<file path="config.mk">
export PLATFORM = sky130hd
export DESIGN_NAME = lb_byte_bridge
export DESIGN_NICKNAME = d
export VERILOG_FILES = /design/src/rtl/lb_pkg.sv /design/src/rtl/lb_byte_ser.sv /design/src/rtl/lb_byte_bridge.sv
export SDC_FILE = /design/constraint.sdc
export NUM_CORES = 1
export LEC_CHECK = 0
export CORE_ASPECT_RATIO = 1.25
export CORE_MARGIN = 4
export CORE_UTILIZATION = 58
export DETAILED_ROUTE_END_ITERATION = 8
export PLACE_DENSITY = 0.93
export SKIP_LAST_GASP = 1
export SYNTH_ARGS = -nofsm -noshare
export SYNTH_HDL_FRONTEND = slang
export SYNTH_HIERARCHICAL = 1
export SYNTH_SLANG_ARGS = --single-unit
</file>
<file path="constraint.sdc">
create_clock -name clk -period 5.1 [get_ports clk]
set_clock_uncertainty 0.1 [all_clocks]
set_input_delay 1.02 -clock clk [delete_from_list [all_inputs] [get_ports clk]]
set_output_delay 1.02 -clock clk [all_outputs]
set_load 0.03 [all_outputs]
</file>
<file path="src/rtl/lb_pkg.sv">
// Shared localbus definitions: default field widths, command codes and the
// byte-bridge state encoding.
package lb_pkg;

  localparam int LBCWIDTH_DFLT = 8;
  localparam int LBAWIDTH_DFLT = 24;
  localparam int LBDWIDTH_DFLT = 32;
  localparam int LBWIDTH_DFLT  = LBCWIDTH_DFLT + LBAWIDTH_DFLT + LBDWIDTH_DFLT;
  localparam int NBYTES_DFLT   = LBWIDTH_DFLT / 8;

  localparam logic [7:0] WRITECMD = 8'd1;
  localparam logic [7:0] READCMD  = 8'd0;

  typedef enum logic [1:0] {RX, ISSUE, WAIT, TX} lb_bridge_state_t;

endpackage

</file>
<file path="src/rtl/lb_byte_ser.sv">
// Parallel-load, MSB-first byte serialiser with valid/ready handshake.
// done pulses combinationally on the handshake of the last byte.
module lb_byte_ser #(
  parameter int NBYTES = 8
) (
  input  logic                  clk,
  input  logic                  rst_n,
  input  logic                  load,
  input  logic [NBYTES*8-1:0]   load_data,
  output logic [7:0]            out_byte,
  output logic                  out_valid,
  input  logic                  out_ready,
  output logic                  done
);

  localparam int CW = $clog2(NBYTES + 1);

  logic [NBYTES*8-1:0] sh_q;
  logic [CW-1:0]       cnt_q;
  logic                hs;

  assign out_byte = sh_q[NBYTES*8-1 -: 8];
  assign hs       = out_valid && out_ready;
  assign done     = hs && (cnt_q == CW'(NBYTES - 1));

  always_ff @(posedge clk or negedge rst_n) begin
    if (!rst_n) begin
      sh_q      <= '0;
      cnt_q     <= '0;
      out_valid <= 1'b0;
    end else if (load) begin
      sh_q      <= load_data;
      cnt_q     <= '0;
      out_valid <= 1'b1;
    end else if (hs) begin
      sh_q <= sh_q << 8;
      if (done) begin
        cnt_q     <= '0;
        out_valid <= 1'b0;
      end else begin
        cnt_q <= cnt_q + 1'b1;
      end
    end
  end

endmodule

</file>
<file path="src/rtl/lb_byte_bridge.sv">
// Byte-stream to localbus command bridge: packs NBYTES bytes into one command,
// strobes it to the regmap, then serialises the echoed word back out.
//
// state | meaning
// RX    | assembling a frame, in_ready high, idle timer guards partial frames
// ISSUE | one-cycle wvalid strobe of the assembled command
// WAIT  | waiting for rready, response timer running
// TX    | serialising the captured rcmd MSB-first
module lb_byte_bridge
  import lb_pkg::*;
#(
  parameter int LBCWIDTH     = LBCWIDTH_DFLT,
  parameter int LBAWIDTH     = LBAWIDTH_DFLT,
  parameter int LBDWIDTH     = LBDWIDTH_DFLT,
  parameter int IDLE_TIMEOUT = 1000000,
  parameter int RESP_TIMEOUT = 255
) (
  input  logic                                   clk,
  input  logic                                   rst_n,
  input  logic [7:0]                             in_byte,
  input  logic                                   in_valid,
  output logic                                   in_ready,
  output logic [7:0]                             out_byte,
  output logic                                   out_valid,
  input  logic                                   out_ready,
  output logic [LBCWIDTH+LBAWIDTH+LBDWIDTH-1:0]  wcmd,
  output logic                                   wvalid,
  input  logic [LBCWIDTH+LBAWIDTH+LBDWIDTH-1:0]  rcmd,
  input  logic                                   rready,
  output logic                                   frame_drop,
  output logic                                   resp_timeout,
  output logic                                   busy
);

  localparam int LBWIDTH = LBCWIDTH + LBAWIDTH + LBDWIDTH;
  localparam int NBYTES  = LBWIDTH / 8;
  localparam int CW      = $clog2(NBYTES + 1);
  localparam int IW      = $clog2(IDLE_TIMEOUT + 1);
  localparam int RW      = $clog2(RESP_TIMEOUT + 1);

  if ((LBWIDTH % 8) != 0 || NBYTES < 2) begin : g_bad_width
    $error("lb_byte_bridge: LBWIDTH must be a multiple of 8 and at least 16");
  end
  if (RESP_TIMEOUT < 2 || IDLE_TIMEOUT < 1) begin : g_bad_timeout
    $error("lb_byte_bridge: RESP_TIMEOUT must be >= 2 and IDLE_TIMEOUT >= 1");
  end

  lb_bridge_state_t state, state_nxt;

  logic [LBWIDTH-9:0] asm_q;
  logic [CW-1:0]      cnt_q;
  logic [IW-1:0]      idle_q;
  logic [RW-1:0]      rsp_q;
  logic               in_hs;
  logic               idle_tmo;
  logic               frame_done;
  logic               rsp_hit;
  logic               rsp_tmo;
  logic               ser_done;

  assign in_ready   = (state == RX);
  assign wvalid     = (state == ISSUE);
  assign busy       = (state != RX);
  assign in_hs      = in_valid && in_ready;
  // A byte landing on the timeout edge is discarded along with the partial frame.
  assign idle_tmo   = (state == RX) && (cnt_q != '0) && (idle_q == '0);
  assign frame_done = in_hs && !idle_tmo && (cnt_q == CW'(NBYTES - 1));
  assign rsp_hit    = (state == WAIT) && rready;
  assign rsp_tmo    = (state == WAIT) && !rready && (rsp_q == '0);

  always_ff @(posedge clk or negedge rst_n) begin
    if (!rst_n) state <= RX;
    else        state <= state_nxt;
  end

  always_comb begin
    state_nxt = state;
    case (state)
      RX:      if (frame_done) state_nxt = ISSUE;
      ISSUE:   state_nxt = WAIT;
      WAIT:    if (rsp_hit) state_nxt = TX;
               else if (rsp_tmo) state_nxt = RX;
      TX:      if (ser_done) state_nxt = RX;
      default: state_nxt = RX;
    endcase
  end

  always_ff @(posedge clk or negedge rst_n) begin
    if (!rst_n) begin
      asm_q        <= '0;
      cnt_q        <= '0;
      idle_q       <= '0;
      rsp_q        <= '0;
      wcmd         <= '0;
      frame_drop   <= 1'b0;
      resp_timeout <= 1'b0;
    end else begin
      frame_drop   <= idle_tmo;
      resp_timeout <= rsp_tmo;
      if (state == RX) begin
        if (idle_tmo) begin
          cnt_q <= '0;
        end else if (in_hs) begin
          asm_q  <= (asm_q << 8) | (LBWIDTH-8)'(in_byte);
          idle_q <= IW'(IDLE_TIMEOUT - 1);
          if (frame_done) begin
            wcmd  <= {asm_q, in_byte};
            cnt_q <= '0;
          end else begin
            cnt_q <= cnt_q + 1'b1;
          end
        end else if (cnt_q != '0) begin
          idle_q <= idle_q - 1'b1;
        end
      end
      // Loaded so the timeout pulse lands RESP_TIMEOUT cycles after wvalid.
      if (state == ISSUE) begin
        rsp_q <= RW'(RESP_TIMEOUT - 2);
      end else if (state == WAIT && rsp_q != '0) begin
        rsp_q <= rsp_q - 1'b1;
      end
    end
  end

  lb_byte_ser #(.NBYTES(NBYTES)) u_ser (
    .clk       (clk),
    .rst_n     (rst_n),
    .load      (rsp_hit),
    .load_data (rcmd),
    .out_byte  (out_byte),
    .out_valid (out_valid),
    .out_ready (out_ready),
    .done      (ser_done)
  );

endmodule
</file>
==> results of run 1 <==
cells in the mapped netlist (3+ instances only):
cell type	instances
dfrtp_1	225
nand2_1	96
o21ai_0	79
mux2_2	71
mux2i_1	58
mux2_4	49
clkbuf_1	19
nand3_1	16
a21oi_1	14
nor2_1	13
buf_4	10
buf_2	9
inv_1	9
or4_1	9
nor3_1	8
buf_6	7
ha_1	7
xor2_1	7
buf_12	6
o41ai_1	6
o31ai_1	5
and3_1	4
nand3b_1	4
nor4_1	4
a31oi_1	3
a41oi_1	3
nand2b_1	3
or2_2	3
or3_1	3
flip-flops by register name, summed over array words and instances (netlist names), 2 cells and up:
register,count
idle_q,20
state,2
asm_q,56
u_ser/sh_q,64
wcmd,64
rsp_q,8
u_ser/cnt_q,4
cnt_q,4
area by class of cell:
cell class | instances | area share, %
multi-input cells | 492 | 31.78
repair buffers | 161 | 13.15
clock inverters | 6 | 0.6999
clock buffers | 34 | 5.475
inverters | 10 | 0.3088
flip-flops and latches | 225 | 46.32
well taps | 220 | 2.264
worst max-delay path: cells and delay by family, from the launching register on:
kind | cells | cell delay [ns]
and+or+nand+nor | 4 | 2.19
DFF | 1 | 0.44
buffers and inverters | 1 | 0.43
muxes | 1 | 0.34
cell families (layout without fill, tap and decap cells):
family / count (synthesis) / after routing
flops: 225 / 225
simple gates: 180 / 180
mux: 178 / 178
compound gates: 119 / 119
buf+inv: 61 / 211
xor+xnor: 8 / 8
fa+ha+maj: 7 / 7
worst max path at each step:
stage / startpoint / to
3_5_place_dp: in_valid / wcmd[34]
4_1_cts: idle_q[3] / wcmd[43]
6_report: idle_q[3] / wcmd[43]
5_1_grt: idle_q[3] / wcmd[34]
3_3_place_gp: in_valid / wcmd[45]
2_1_floorplan: in_valid / wcmd[15]
power by group through the flow:
stage	registers, mW	clock network (mW)	logic, mW
after floorplan	3.17	0	1.02
after global placement	2.90	0	1.99
after detailed placement	2.95	0	2.07
after CTS	2.94	1.67	2.10
after global routing	3.03	1.75	2.23
final	2.94	1.64	2.07
routing by layer:
layer	GRT usage [%]	up-vias	wire length, um
met1	28.99	3267	8760
met5	0	-	0
met3	3.509	45	1124
li1	-	3029	-
met4	6.250	0	563
met2	38.12	214	10830
==> results.tsv, run 1 <==
metric	value	unit
outcome	finished, final reports clean	
first-pass GRT wire length	34.87	mm
Max IR drop VDD	0.4154	mV
Sink Count	225	
Post-Synth XOR/XNOR Area	0.7076	%
clock tree buffer depth	3	
port bufs	154	
Switching Share	33.25	%
DRC violation count after routing	0	
Max Freq	273.5	MHz
Layout area overhead	22.77	%
Final setup viols	0	
CTS tree	built	
CTS Buf Count	22	
mux contribution to synthesized area	21.37	%
Final Wtd Congestion	0.8654	
Worst Path Required	5.39	ns
Synth Net Count	862	
r2r setup slk	1.44	ns
DP Worst Slack	1.364	ns
Max Slew Vio Count	0	
crit path cell chain	nor4_2 -> nand3_1 -> nor3_4 -> or4_4 -> buf_4 -> mux2_4	
die area	19240	sq um
worst stage delay on the critical path	0.79	ns
Final nets	996	
multi-input logic area	3864	sq um
Min-Delay Path Class	reg -> reg	
RR Startpoint	idle_q[3]	
die width	124.9	um
Mapped Cells	778	
fin crit share	71.70	%
crit end category	flip-flop	
commonest non-fill, non-tap cell in the layout	dfrtp_1	
sequential power share	44.2	%
hpwl dp	13.93	mm
Psw	2.210	mW
worst-margin pin slew	1.092	ns
worst setup margin	1.443	ns
initial antenna violation count	0	
Slew headroom	27.21	%
fillers	1079	
Max Cap Viol	0	
Yosys warnings	6	
r2r endpoint	wcmd[43]	
Synth Register Bits	225	
Worst Hold Path Cells	1	
Final ANT Viol Nets	0	
Diodes inserted	0	
die height	154.1	um
Placed Cells incl. Taps	1108	
sequential cell area	5630	sq um
Compound-Gate Fraction of Synth Area	6.823	%
clock root buffer	clkbuf_16	
Slowest-stage cell, CP	or4_4	
r2r worst-path depth	6	
largest family of logic cells by synthesized area	multiplexers	
setup tns final	0	ns
clk slew on worst S/H paths	0.06	ns
combinational fraction of design power	31.2	%
leading cell types in the layout, fill and taps excluded	dfrtp_1 (225), clkdlybuf4s50_1 (153), nand2_1 (95)	
RSZ-0062 raised after global routing	false	
post-synth top area cell	dfrtp_1	
Hold Vio Cnt, Final	0	
post-route cell area	12160	sq um
Worst Hold Launch	idle_q[12]	
Most used DFF post-synth	dfrtp_1	
largest net degree at the start of global routing	134	
vias per cell	5.710	
Adder-Cell Fraction of Synth Area	0.8845	%
Arrival @ worst endpoint	3.94	ns
Final Util	72.46	%
cell area after synthesis	9902	sq um
Seq/Total Area, Yosys	56.86	%
Final min period	3.657	ns
total setup buffers inserted after CTS	0	
# IOs	155	
Clk pwr share	24.6	%
Area after DPL	11410	sq um
Via Count	6555	
initial core utilization	59.02	%
Post-Synth Simple-Gate Area	9.035	%
all-layer global routing usage	21.99	%
Netlist cell types	50	
Site Rows	53	
fin cells	1148	
Synth area leaders	dfrtp_1 (57%), mux2_2 (8.1%), mux2_4 (7.4%), mux2i_1 (5.9%), o21ai_0 (4.0%)	
vias in the first global route	6697	
async set or reset register ratio after synthesis	100.0	%
critical path type	reg -> reg	
CTS Hold Buffers Added	0	
layout cells sized above 1	18.75	%
grt total ovfl	0	
Hold EP	idle_q[12]	
Pre-antenna DRT Iters	5	
Critical Path Source Type	flip-flop	
Worst-Skew Late Latency	0.50	ns
Static Leak	5.543	nW
First DRT Iteration DRCs	518	
crit path max fanout	52	
share of the synthesized area in the top cell type	56.86	%
Min Hold Slack	0.4009	ns
H-tree level count	1	
Final Routed Wirelength	21.27	mm
core area	16780	sq um
post_cts resized	0	
Tot Pwr	6.648	mW
synthesized area per cell	12.73	sq um
Int Power	4.437	mW
pwr/cell area	546.9	nW/um^2
DR WL/cell	18.53	um
Post-synth EDFFs	0	
No activity file was read; power rests on OpenSTA's default activity.
==> run 2, diff against run 1 <==
--- a/config.mk
+++ b/config.mk
@@ -7,9 +7,9 @@
 export LEC_CHECK = 0
 export CORE_ASPECT_RATIO = 1.25
 export CORE_MARGIN = 4
-export CORE_UTILIZATION = 58
+export CORE_UTILIZATION = 54
 export DETAILED_ROUTE_END_ITERATION = 8
-export PLACE_DENSITY = 0.93
+export PLACE_DENSITY = 0.88
 export SKIP_LAST_GASP = 1
 export SYNTH_ARGS = -nofsm -noshare
 export SYNTH_HDL_FRONTEND = slang
==> constraint.sdc (replaced) <==
create_clock -name clk -period 3.7 [get_ports clk]
set_clock_uncertainty 0.1 [all_clocks]
set_input_delay 0.74 -clock clk [delete_from_list [all_inputs] [get_ports clk]]
set_output_delay 0.74 -clock clk [all_outputs]
set_load 0.03 [all_outputs]
==> results.tsv, run 2 (synthesis gave the netlist of run 1 again) <==
metric	value	unit	change
outcome	finished, final reports clean		
Max IR drop VDD	0.5262	mV	+27%
DR WL/cell	18.15	um	-2.1%
crit path cell chain	or2_1 -> inv_2 -> clkdlybuf4s50_1		
CTS tree	built		
DP Worst Slack	0.5129	ns	-0.8513 ns
# IOs	155		unchanged
pwr/cell area	751.8	nW/um^2	+37%
Sink Count	225		unchanged
Pre-antenna DRT Iters	4		-1
Max Freq	328.6	MHz	
First DRT Iteration DRCs	415		-20%
Layout area overhead	24.69	%	
Site Rows	55		+3.8%
fin cells	1164		+1.4%
vias per cell	5.545		-2.9%
worst-margin pin slew	0.8444	ns	-0.2474 ns
Slowest-stage cell, CP	clkdlybuf4s50_1		
total setup buffers inserted after CTS	0		unchanged
core area	18100	sq um	+7.9%
Final nets	1003		+0.70%
Arrival @ worst endpoint	2.20	ns	-1.74 ns
worst setup margin	0.6572	ns	-0.7861 ns
largest net degree at the start of global routing	103		-23%
die height	159.4	um	+3.4%
Tot Pwr	9.282	mW	+40%
all-layer global routing usage	20.72	%	-1.3 points
leading cell types in the layout, fill and taps excluded	dfrtp_1 (225), clkdlybuf4s50_1 (153), nand2_1 (95)		
crit end category	output port		
Slew headroom	43.46	%	+16 points
die area	20580	sq um	+7.0%
worst stage delay on the critical path	0.71	ns	-0.08 ns
vias in the first global route	6848		+2.3%
Critical Path Source Type	flip-flop		
post_cts resized	0		unchanged
Placed Cells incl. Taps	1122		+1.3%
r2r worst-path depth	9		+3
initial core utilization	54.71	%	-4.3 points
Final Util	68.22	%	-4.2 points
hpwl dp	14.22	mm	+2.1%
die width	129.1	um	+3.4%
CTS Buf Count	23		+4.5%
Hold Vio Cnt, Final	0		unchanged
initial antenna violation count	0		unchanged
grt total ovfl	0		unchanged
r2r endpoint	wcmd[60]		
CTS Hold Buffers Added	0		unchanged
RSZ-0062 raised after global routing	false		
Static Leak	5.630	nW	+1.6%
r2r setup slk	0.66	ns	-0.79 ns
Diodes inserted	0		unchanged
setup tns final	0	ns	unchanged
commonest non-fill, non-tap cell in the layout	dfrtp_1		
Via Count	6454		-1.5%
registers with the most flip-flops	u_ser/sh_q x64, wcmd x64, asm_q x56		
clock tree buffer depth	3		unchanged
Final ANT Viol Nets	0		unchanged
layout cells sized above 1	19.76	%	+1.0 points
clock root buffer	clkbuf_16		
Final Routed Wirelength	21.12	mm	-0.71%
Worst-Skew Late Latency	0.52	ns	+0.02 ns
H-tree level count	1		unchanged
Max Slew Vio Count	0		unchanged
crit path max fanout	10		-81%
RR Startpoint	cnt_q[0]		
Final min period	3.043	ns	
fin crit share	82.24	%	
Final Wtd Congestion	0.8033		-7.2%
port bufs	154		unchanged
Final setup viols	0		unchanged
Max Cap Viol	0		unchanged
clk slew on worst S/H paths	0.07	ns	about the same
DRC violation count after routing	0		unchanged
first-pass GRT wire length	35.06	mm	+0.55%
Min-Delay Path Class	in -> async		
Worst Path Required	2.86	ns	-2.53 ns
critical path type	reg -> out		
-- run 2: cell count changes in the layout (fill, tap and decap cells not counted), moves of 2 or more --
cell,before,now
clkinv_2,1,6
clkbuf_1,5,2
buf_12,0,8
clkbuf_8,7,5
clkinv_8,2,0
clkinvlp_4,0,2
buf_4,7,5
clkinv_4,2,0
-- run 2: worst max-delay path by stage --
stage	startpoint	end	slack, ns	cells after the start
after global placement	in_valid	wcmd[53]	0.57	5
after global routing	cnt_q[0]	wcmd[51]	0.56	9
after detailed placement	in_valid	wcmd[35]	0.51	5
after floorplan	cnt_q[0]	wcmd[15]	1.12	10
final	state[1]	in_ready	0.66	3
after CTS	state[1]	in_ready	0.64	3
-- run 2: routing by layer --
layer  vias up  share of wire [%]  global-route usage, %
met5         -                  0                      0
met4         0                3.2                  7.211
met3        40                4.9                  3.087
met2       181                 50                  34.62
met1      3200                 41                  27.57
li1       3033                  -                      -
-- run 2: through the flow --
stage	hold WS (ns)	area, sq um
detailed placement	0.3659	11560
global route	0.2295	12350
global placement	0.3709	11560
finish	0.1640	12350
floorplan	0.3444	9902
CTS	0.2099	12350
-- run 2: worst max-delay path: cells and delay by family (launching register included) --
kind	cells	cell delay, ns
buffers and inverters	2	0.92
and+or+nand+nor	1	0.33
DFF	1	0.44
-- run 2: layout make-up --
type	instances	area (sq um)
timing repair buffer	167	1744
inverter	10	37.54
clock buffer	30	651.9
tap	228	285.3
sequential	225	5630
multi-input combinational	492	3864
fill	1253	5752
clock inverter	12	133.9
-- run 2: where the power goes --
part	internal (mW)	switching, mW
registers	3.37	0.671
logic	1.44	1.43
clock network	1.40	0.971
